**config.mk**
```make
export PLATFORM = sky130hd
export DESIGN_NAME = serial_bit_feeder
export DESIGN_NICKNAME = d
export VERILOG_FILES = /design/src/rtl/serial_bit_feeder.sv
export SDC_FILE = /design/constraint.sdc
export NUM_CORES = 1
export LEC_CHECK = 0
export CAP_MARGIN = 40
export CORE_AREA = 2 2 42 59
export DETAILED_ROUTE_END_ITERATION = 6
export DIE_AREA = 0 0 44 61
export GPL_ROUTABILITY_DRIVEN = 0
export PLACE_DENSITY = 0.85
export REMOVE_ABC_BUFFERS = 1
export SLEW_MARGIN = 20
export SYNTH_ARGS = -nofsm -noshare
export SYNTH_HDL_FRONTEND = slang
export SYNTH_SLANG_ARGS = --single-unit
```
**constraint.sdc**
```tcl
create_clock -name clk -period 3.6 [get_ports clk]
set_input_delay 0.72 -clock clk [delete_from_list [all_inputs] [get_ports clk]]
set_output_delay 0.72 -clock clk [all_outputs]
set_load 0.02 [all_outputs]
```
**src/rtl/serial_bit_feeder.sv**
```systemverilog
// serial_bit_feeder: parallel-to-serial word feeder with a one-word holding register for gapless streaming
module serial_bit_feeder #(
  parameter int WIDTH = 8,
  parameter bit MSB_FIRST = 1'b1
) (
  input  logic             clk,
  input  logic             rst,
  input  logic [WIDTH-1:0] in_data,
  input  logic             in_valid,
  output logic             in_ready,
  input  logic             bit_en,
  output logic             out_bit,
  output logic             out_valid,
  output logic             out_last,
  output logic             busy
);
  localparam int CW = $clog2(WIDTH);
  typedef enum logic {IDLE, SHIFT} state_t;
  state_t state, state_n;
  logic [WIDTH-1:0] shift_reg, shift_n, hold_reg, hold_n, shifted;
  logic [CW-1:0] bit_cnt, cnt_n;
  logic hold_full, hold_full_n, accept, consume, last;
  assign in_ready  = !rst && !hold_full;
  assign accept    = in_valid && in_ready;
  assign out_valid = !rst && state == SHIFT;
  assign consume   = out_valid && bit_en;
  assign last      = bit_cnt == CW'(WIDTH - 1);
  assign out_last  = out_valid && last;
  assign out_bit   = out_valid && (MSB_FIRST ? shift_reg[WIDTH-1] : shift_reg[0]);
  assign busy      = !rst && (state == SHIFT || hold_full);
  assign shifted   = MSB_FIRST ? {shift_reg[WIDTH-2:0], 1'b0} : {1'b0, shift_reg[WIDTH-1:1]};
  // next-state: load from idle, refill from hold or input on word end, otherwise shift and park incoming words
  always_comb begin
    state_n = state;
    shift_n = shift_reg;
    cnt_n = bit_cnt;
    hold_n = hold_reg;
    hold_full_n = hold_full;
    if (state == IDLE) begin
      if (accept) begin
        state_n = SHIFT;
        shift_n = in_data;
        cnt_n = '0;
      end
    end else if (consume && last) begin
      if (hold_full) begin
        shift_n = hold_reg;
        cnt_n = '0;
        hold_full_n = accept;
        hold_n = accept ? in_data : hold_reg;
      end else if (accept) begin
        shift_n = in_data;
        cnt_n = '0;
      end else begin
        state_n = IDLE;
      end
    end else begin
      shift_n = consume ? shifted : shift_reg;
      cnt_n = consume ? bit_cnt + CW'(1) : bit_cnt;
      hold_n = accept ? in_data : hold_reg;
      hold_full_n = hold_full || accept;
    end
  end
  // state register with synchronous reset discarding any in-flight or held word
  always_ff @(posedge clk) begin
    if (rst) begin
      state <= IDLE;
      shift_reg <= '0;
      bit_cnt <= '0;
      hold_reg <= '0;
      hold_full <= 1'b0;
    end else begin
      state <= state_n;
      shift_reg <= shift_n;
      bit_cnt <= cnt_n;
      hold_reg <= hold_n;
      hold_full <= hold_full_n;
    end
  end
endmodule
```
## Yosys cells after proc, flatten, opt, wreduce, memory -nomap -nowiden

Index checks and enable logic that the tools add are counted.

- Bits in read-only memories: 0
- Memories: 0
- Bits in latches: 0
- RAM bits: 0
- Input port bits: 12
- Flip-flop bits (word level): 21

- $mul: 0
- Shift operators: 0
- Equal/unequal tests: 3
- Magnitude comparators: 0
- Divide/modulo/power cells: 0
- Reductions and logical operators: 13
- Add/sub/neg operators: 1
- Mux-type cells: 19
- Bitwise logic cells: 0

Operator list:

| operator | count |
|---|---|
| $mux W8 | 8 |
| $mux W3 | 5 |
| $logic_and A1 B1 Y1 | 8 |
| $mux W1 | 6 |
| $add A3 B1 Y3 const B | 1 |
| $eq A3 B3 Y1 const B | 1 |
| $ne A3 B1 Y1 const B | 1 |
| $logic_not A1 Y1 | 2 |
| $logic_or A1 B1 Y1 | 2 |
| $ne A2 B2 Y1 const B | 1 |
| $reduce_and A2 Y1 | 1 |

## Depth between registers and ports, before layout

- Word-level depth: 7
- Gate-level depth with buffers: 7

## Least setup slack after synthesis

Ideal clock, no wire load.

- Path type: in2out
- Start point: in rst
- End point: out out_bit
- Stages on the path: 3
- Data required time: 2,880 ps
- Arrival time: 1,531 ps
- Path slack: 1,349 ps
- Path buffers: 1
- Cells stage by stage: buf_6 -> nor2b_1 -> and2_1

- Longest elaborated chain between the ends: 3

RTL lines:

| element | line | source |
|---|---|---|
| from (decl) | 7 | `input logic rst,` |
| $logic_not A1 Y1 | 25 | `assign out_valid = !rst && state == SHIFT;` |
| $logic_and A1 B1 Y1 | 25 |  |
| via out_valid | 13 | `output logic out_valid,` |
| $logic_and A1 B1 Y1 | 29 | `assign out_bit = out_valid && (MSB_FIRST ? shift_reg[WIDTH-1] : shift_reg[0]);` |
| to (decl) | 12 | `output logic out_bit,` |

The timed path passes the listed nets, and every way through them passes these cells.

## Final worst setup path

- Start point: reg bit_cnt[0]
- End point: out out_last

- Longest elaborated chain between the ends: 2

RTL lines:

| element | line | source |
|---|---|---|
| from (decl) | 21 | `logic [CW-1:0] bit_cnt, cnt_n;` |
| from (signal assigned) | 75 | `bit_cnt <= cnt_n;` |
| $eq A3 B3 Y1 | 27 | `assign last = bit_cnt == CW'(WIDTH - 1);` |
| $logic_and A1 B1 Y1 | 28 | `assign out_last = out_valid && last;` |
| to (decl) | 14 | `output logic out_last,` |

No other way between the ends.

==> out/results.ini <==
[outcome]
status=complete, no violations

[grt]
grt_usage_pct=19.4
grt_pass1_wl_mm=3.98
grt_pass1_vias=964
grt_start_max_net_pins=27
grt_antenna_before_repair=0
grt-ovfl-total=0

[cells_and_area]
antennaDiodeCount=0
fin_nets=165
drive_gt1_share_pct=6.67
final_area_sq_mm=0.00131
syn2layout_area_growth_pct=15.7
fillers=177

[routing]
drtIter0Drc=36
drt-total-wl_mm=2.36
firstDrtPassIters=4
via_per_inst=5.97
route.detailed.drc=0
routedWlPerCell_um=13.7
vias=1027
postRouteAntennaNets=0

[sta]
setup_viol=0
fin_ws_ns=0.664
clock_skew_ns=0.00699
rsz0062_at_grt=false
hold_viol=0
tightest_slew_ns=0.623
fmax_mhz=341
slew_headroom_pct=58.4
setup_tns_ns=0
drv_slew=0
final.min_clock_period_ns=2.94
final.period_utilization_pct=81.5

[pwr]
power.density_mw_per_mm2=354
switching_share_pct=28.2
combPwrFrac_pct=18.3
total_power_uw=464
internal_power_uw=333
switching_power_uw=131
p_clk_share_pct=25.4
vdd_drop_max_mv=0.186
pwr-share-seq_pct=56.2
p_leak_uw=0.000481

[synth]
syn_inst=138
synthMostInstantiatedCell=dfxtp_1
synth_edf_count=0
yosysWarnings=0
synth.largest_area_cell=dfxtp_1
synth-simple-area-share_pct=26.5
ys_seq_area_share_pct=37.0
ys_types=31
synth_adder_area_share_pct=2.21
netlist_area_sq_mm=0.00113
synth_ff_type=dfxtp_1
synth_compound_area_share_pct=25.7
synth_top_family_by_area=simple AND/OR/NAND/NOR gates
synthTopCellsByArea=dfxtp_1 (37%), and3b_1 (5.4%), o31a_1 (5.4%), o21ai_0 (5.3%), a211oi_1 (5.3%)
synth_common_cells=dfxtp_1 (21), o21ai_0 (12), a21oi_1 (11)
synthArstFlopShare_pct=0
syn_area_per_cell_sq_um=8.22
synth_top_area_share_pct=37.0
synth_seq_cells=21
synthMuxAreaShare_pct=0.992
synthXorXnorAreaFrac_pct=0

[clock_tree]
cts_max_path_buffers=2
cts_max_level=1
ctsResizeCount=0
path_clk_slew_ns=0.12
post_cts_buffers=0
clock_latency_ns=0.31
cts_root_buffer=clkbuf_4
cts_buffers=3
holdBufCountCts=0
cts_tree=yes
cts.sinks=21

[place]
portBuffers=16
placed_area_sq_mm=0.00128
post-place-ws_ns=0.663
dp_hpwl_mm=1.78

[worst_setup_path]
crit_type=flop to output pin
cp_cell_sequence=ha_1, ha_1, and2_1, clkdlybuf4s50_1
crit_path_end_kind=output pin
rrSetupSlack_ns=1.60
critPathMostFrequentCell=ha_1
rr_worst_depth=5
path_delay_family=adder cells
start_kind=flop
cp_slowest_cell=clkdlybuf4s50_1
critPathMaxFanout=21
worstPathRequired_ns=2.88
critPathMaxStageDelay_ns=0.60
path_depth=4
path_buf_inv=1
crit_arrival_ns=2.22

[floorplanning]
start_util_pct=52.7
die_h_um=61
rows=20
dieArea_sq_mm=0.00268
fp.dieW_um=44
ios=17
core-area_sq_mm=0.00215

[job]
cap_violations=0

[min_path]
min_path_type=flop to flop
min_path_cells=2

per-stage QoR:
stage | utilization (%) | instances | hold slack, ns
global route | 61.0 | 172 | 0.476
detailed placement | 59.7 | 168 | 0.443
CTS | 61.0 | 172 | 0.461
floorplan | - | 128 | 0.422
global placement | 59.7 | 168 | 0.436
finish | 61.0 | 172 | 0.456
logic make-up after synthesis:
group | count (synthesis)
buf+inv | 19
mux | 1
flops | 21
fa+ha+maj | 2
simple gates | 51
compound gates | 44
worst register-to-register path: stages, from the launching register on:
cell and delay (ns):
dfxtp_1 0.38, ha_1 0.16, ha_1 0.55, or4b_1 0.51, o211ai_2 0.17, a211oi_1 0.13
cells in the final DEF, fill, tap and decap left out, drive strengths merged, types with 3 or more instances in the layout:
cell and n:
a211oi 8, nand3 8, nand2b 3, and2 3, nor3 7, nor2 10
dfxtp 21, and3b 7, inv 9, a21oi 11, o31a 7, o21ai 12
clkdlybuf4s50 16, clkbuf 3, nand2 6
area by class of cell:
cell class                 count  area, sq um  share of cell area [%]
multi-input combinational     98          628                    47.9
sequential                    21          420                    32.0
timing repair buffer          18          175                    13.3
inverter                       9         33.8                    2.57
tap                           22         27.5                    2.10
clock buffer                   3         22.5                    1.72
clock inverter                 1         5.00                   0.381
power groups by stage:
stage               logic (uW)  registers (uW)  clock network [uW]
floorplan                 51.1             262                   0
global placement          83.6             265                   0
detailed placement        84.6             266                   0
CTS                       85.1             261                 120
global route              94.3             264                 126
finish                    85.0             261                 118
path summary, 6_finish.rpt:
kind           startpoint      endpoint
min reg2reg  shift_reg[7]  shift_reg[7]
max            bit_cnt[0]      out_last
max reg2reg    bit_cnt[0]  shift_reg[3]
min          shift_reg[7]  shift_reg[7]
layer usage:
| layer | global-route usage [%] | routed length [um] | part of all wire (%) | up-vias |
|---|---|---|---|---|
| met2 | 33.6 | 1190 | 50 | 18 |
| met4 | 11.7 | 89 | 3.8 | 0 |
| met1 | 22.6 | 1040 | 44 | 478 |
| met5 | 0 | 0 | 0 | - |
| li1 | - | - | - | 522 |
| met3 | 2.08 | 42 | 1.8 | 9 |
Power figures use the tool's default switching activity.
==> RTL edit 1, RTL diff (same settings) <==
Set the parameter `WIDTH` to 4 (it was 8).
--- a/src/rtl/serial_bit_feeder.sv
+++ b/src/rtl/serial_bit_feeder.sv
@@ -1,5 +1,5 @@
 // serial_bit_feeder: parallel-to-serial word feeder with a one-word holding register for gapless streaming
 module serial_bit_feeder #(
-  parameter int WIDTH = 8,
+  parameter int WIDTH = 4,
   parameter bit MSB_FIRST = 1'b1
 ) (
Ports: changed (resized in_data); port bits go from 17 to 13. The function was not compared with the original's and may differ.
==> RTL edit 1 against the unedited design <==
Via count decreased by 44%; sequential cell count down 9; power is 32% lower; routed wire length decreased by 41%; first-iteration DRC count decreased by 67%; synthesized area down 45%; cell count shrank 37%; setup slack worse by 0.020 ns; cell area decreased by 39%; clock skew increased by 0.00099 ns.
==> RTL edit 1: results (changes against the unedited design) <==
* Clk pwr share at 34.8% (+9.4 points)
* WP data arrival at 2.24 ns (+0.02 ns)
* Power Internal at 0.000232 W (-30%)
* First-pass GRT wire length at 2.22 mm (-44%)
* Status: complete, no violations
* Clock skew at 0.00798 ns (+0.000990 ns)
* Flop pwr share at 47.7% (-8.5 points)
* DRT iter0 DRCs at 12 (-67%)
* Area delta synth->final at 27.9%
* Post-route minimum period at 2.96 ns (+0.0198 ns)
* VDD IR max at 241 uV (+30%)
* Post-DP HPWL at 1.02 mm (-42%)
* Non-clk bufs at 13 (-5)
* Normalized max-slew margin at 63.4% (+5.0 points)
* Clk slew on worst S/H paths at 0.08 ns (-0.04 ns)
* Global-route usage over all layers at 11.5% (-7.8 points)
* Vias in the first global route at 531 (-45%)
* Vias per cell at 5.31 (-11%)
* Post-DP Area at 762 um2 (-41%)
* R2R Path End: shift_reg[0]$_SDFFE_PP0P_
* Clock buf count at 4 (+1)
* Final clock-cell share at 4.55% (+2.4 points)
* Clock Latency Late Sink at 0.28 ns (-0.03 ns)
* Syn Area/Cell at 8.55 um2 (+4.0%)
* Unique cell type count in the Yosys netlist at 27 (-13%)
* FF/Latch Area at 240 um2 (-43%)
* Multi-input comb cells at 51 (-48%)
* Fill cell instance count of the final layout at 222 (+25%)
* Non-clk invs at 6 (-3)
* Leakage dissipation at 0.339 nW (-30%)
* Max incr delay on CP at 0.63 ns (+0.03 ns)
* Clock network power at 0.000110 W (-7%)
* Worst path bufs/invs at 3 (+2)
* Fraction of area in multi-input gates at 43.1% (-4.8 points)
* Synth cell count leaders: dfxtp_1, nor2_1, a21oi_1
* Largest cells by area after synthesis: dfxtp_1, nor2_1, mux2i_1, a21oi_1, a2111oi_4
* 1st-pass router iterations at 4 (unchanged)
* Hold WS at 0.489 ns (+0.0326 ns)
* Antenna violations before repair at 0 (unchanged)
* I/O Buffers at 12 (-4)
* Largest net degree at the start of global routing at 13 (-52%)
* WHS Path Cells at 2 (unchanged)
* Fin nets at 96 (-42%)
* Register area share after synthesis at 38.5% (+1.4 points)
* Via count at 574 (-44%)
* CP max FO at 11 (-48%)
* Internal reg-to-reg setup slack at 1.76 ns (+0.16 ns)
* Setup crit start: rst
* NonClk Buf Share at 16.0% (+2.6 points)
* CP endpoint: in_ready
* Hold path endpoint: shift_reg[0]$_SDFFE_PP0P_
* HP Start: shift_reg[0]$_SDFFE_PP0P_
* Placed Cells incl. Taps at 104 (-38%)
* Synth Register Bits at 12 (-43%)
* Worst path top cell family by delay: buffers and inverters
* Routed WL at 1.38 mm (-41%)
* Layout cells sized above 1 at 9.30% (+2.6 points)
==> RTL edit 1: cell types whose count changed in the layout (fill, tap and decap cells not counted), sizes merged, moves of 6 or more <==
| cell | delta |
|---|---|
| o31a | -7 |
| nor3 | -6 |
| a211oi | -8 |
| o21ai | -9 |
| and3b | -7 |
| dfxtp | -9 |
| nand3 | -7 |
==> RTL edit 1: logic make-up (layout without fill, tap and decap cells) <==
| group | count (synthesis) | count (layout) | synth area share, % |
|---|---|---|---|
| AOI/OAI and AO/OA | 19 | 19 | 24.6 |
| adders and majority gates | 1 | 1 | 2.00 |
| DFF | 12 | 12 | 38.5 |
| and+or+nand+nor | 26 | 26 | 20.2 |
| muxes | 5 | 5 | 8.22 |
| buffers and inverters | 10 | 23 | 6.41 |
==> RTL edit 1: routing by layer <==
metal  vias up  track usage, %  share of wire [%]
met2        12            21.2                 51
met3         4            2.68                4.6
li1        285               -                  -
met1       273            11.2                 42
met5         -               0                  0
met4         0            7.79                2.7
==> RTL edit 2, RTL diff (same settings) <==
Without the edit above. Make the reset (`rst`) asynchronous in one clocked block. Comments in the files are not updated.
--- a/src/rtl/serial_bit_feeder.sv
+++ b/src/rtl/serial_bit_feeder.sv
@@ -63,5 +63,5 @@
   end
   // state register with synchronous reset discarding any in-flight or held word
-  always_ff @(posedge clk) begin
+  always_ff @(posedge clk or posedge rst) begin
     if (rst) begin
       state <= IDLE;
Formal check against the unedited RTL: no difference found for any inputs over 10 cycles, from zero or initial values and one cycle with rst high; that may be too few to reach the edited logic, so the function may still have changed.
==> RTL edit 2 against the unedited design <==
First-iteration DRC count decreased by 42%; synthesized area decreased by 3.4%; cell area decreased by 2.6%; routed wire length decreased by 7.6%; setup slack got worse by 0.13 ns; sequential cell count unchanged; highest routed layer unchanged.
Power is not compared: it rests on default switching activity, and its combinational part moved more than twofold at a synthesized area within 25%.
==> RTL edit 2: results (changes against the unedited design) <==
* Largest cells by area after synthesis: dfrtp_1, mux2_2, o221a_2, nor3b_1, o21ai_0
* Via count at 815 (-21%)
* Asr flop ratio synth at 100% (+100 points)
* Reg2Reg Launch Point: bit_cnt[0]$_DFFE_PP0P_
* Primary FF master, synth: dfrtp_1
* Post-DP HPWL at 1.53 mm (-14%)
* Yosys top cell by area: dfrtp_1
* WP data arrival at 2.35 ns (+0.13 ns)
* WL met2 at 1.11 mm (-6.5%)
* Worst path top cell family by delay: buffers and inverters
* DRT iter0 DRCs at 21 (-42%)
* Status: complete, no violations
* Vias per cell at 6.04 (+1.1%)
* Post-DP Area at 1240 um2 (-3.4%)
* CP max FO at 8 (-62%)
* Fin nets at 128 (-22%)
* Clock Latency Late Sink at 0.29 ns (-0.02 ns)
* HP Start: bit_cnt[0]$_DFFE_PP0P_
* Synth cell count leaders: dfrtp_1, nor2_1, nor3b_1, o21ai_0
* Post-Synthesis Cells at 97 (-30%)
* Largest net degree at the start of global routing at 22 (-19%)
* Internal reg-to-reg setup slack at 1.56 ns (-0.04 ns)
* Layout cells sized above 1 at 21.2% (+15 points)
* Normalized max-slew margin at 48.8% (-9.6 points)
* Clock skew at 0.00473 ns (-0.00226 ns)
* R2R Path End: shift_reg[4]$_DFFE_PP0P_
## RTL edit 2: changes by cell type after synthesis, sizes merged, moves of 7 or more
cell,delta
dfxtp,-21
a21oi,-9
dfrtp,+21
nor3b,+7
a211oi,-8
and3b,-7
o31a,-7
## RTL edit 2: through the flow
step	setup slack [ns]	hold slack (ns)
2_1_floorplan	1.49	0.449
3_3_place_gp	0.580	0.470
3_5_place_dp	0.536	0.482
4_1_cts	0.535	0.498
5_1_grt	0.452	0.504
6_report	0.532	0.491
## RTL edit 2: logic make-up after synthesis
family / Yosys count / synth area share [%]
and+or+nand+nor: 34 / 20.2
muxes: 9 / 9.02
AOI/OAI and AO/OA: 21 / 15.0
buffers and inverters: 10 / 5.59
DFF: 21 / 47.9
adders and majority gates: 2 / 2.28
## RTL edit 2: layout make-up
type | instances | share of cell area (%)
Multi-Input combinational cell | 66 | 39.8
Tap cell | 22 | 2.15
Clock buffer | 4 | 2.05
Timing Repair Buffer | 17 | 13.4
Sequential cell | 21 | 41.1
Inverter | 5 | 1.47
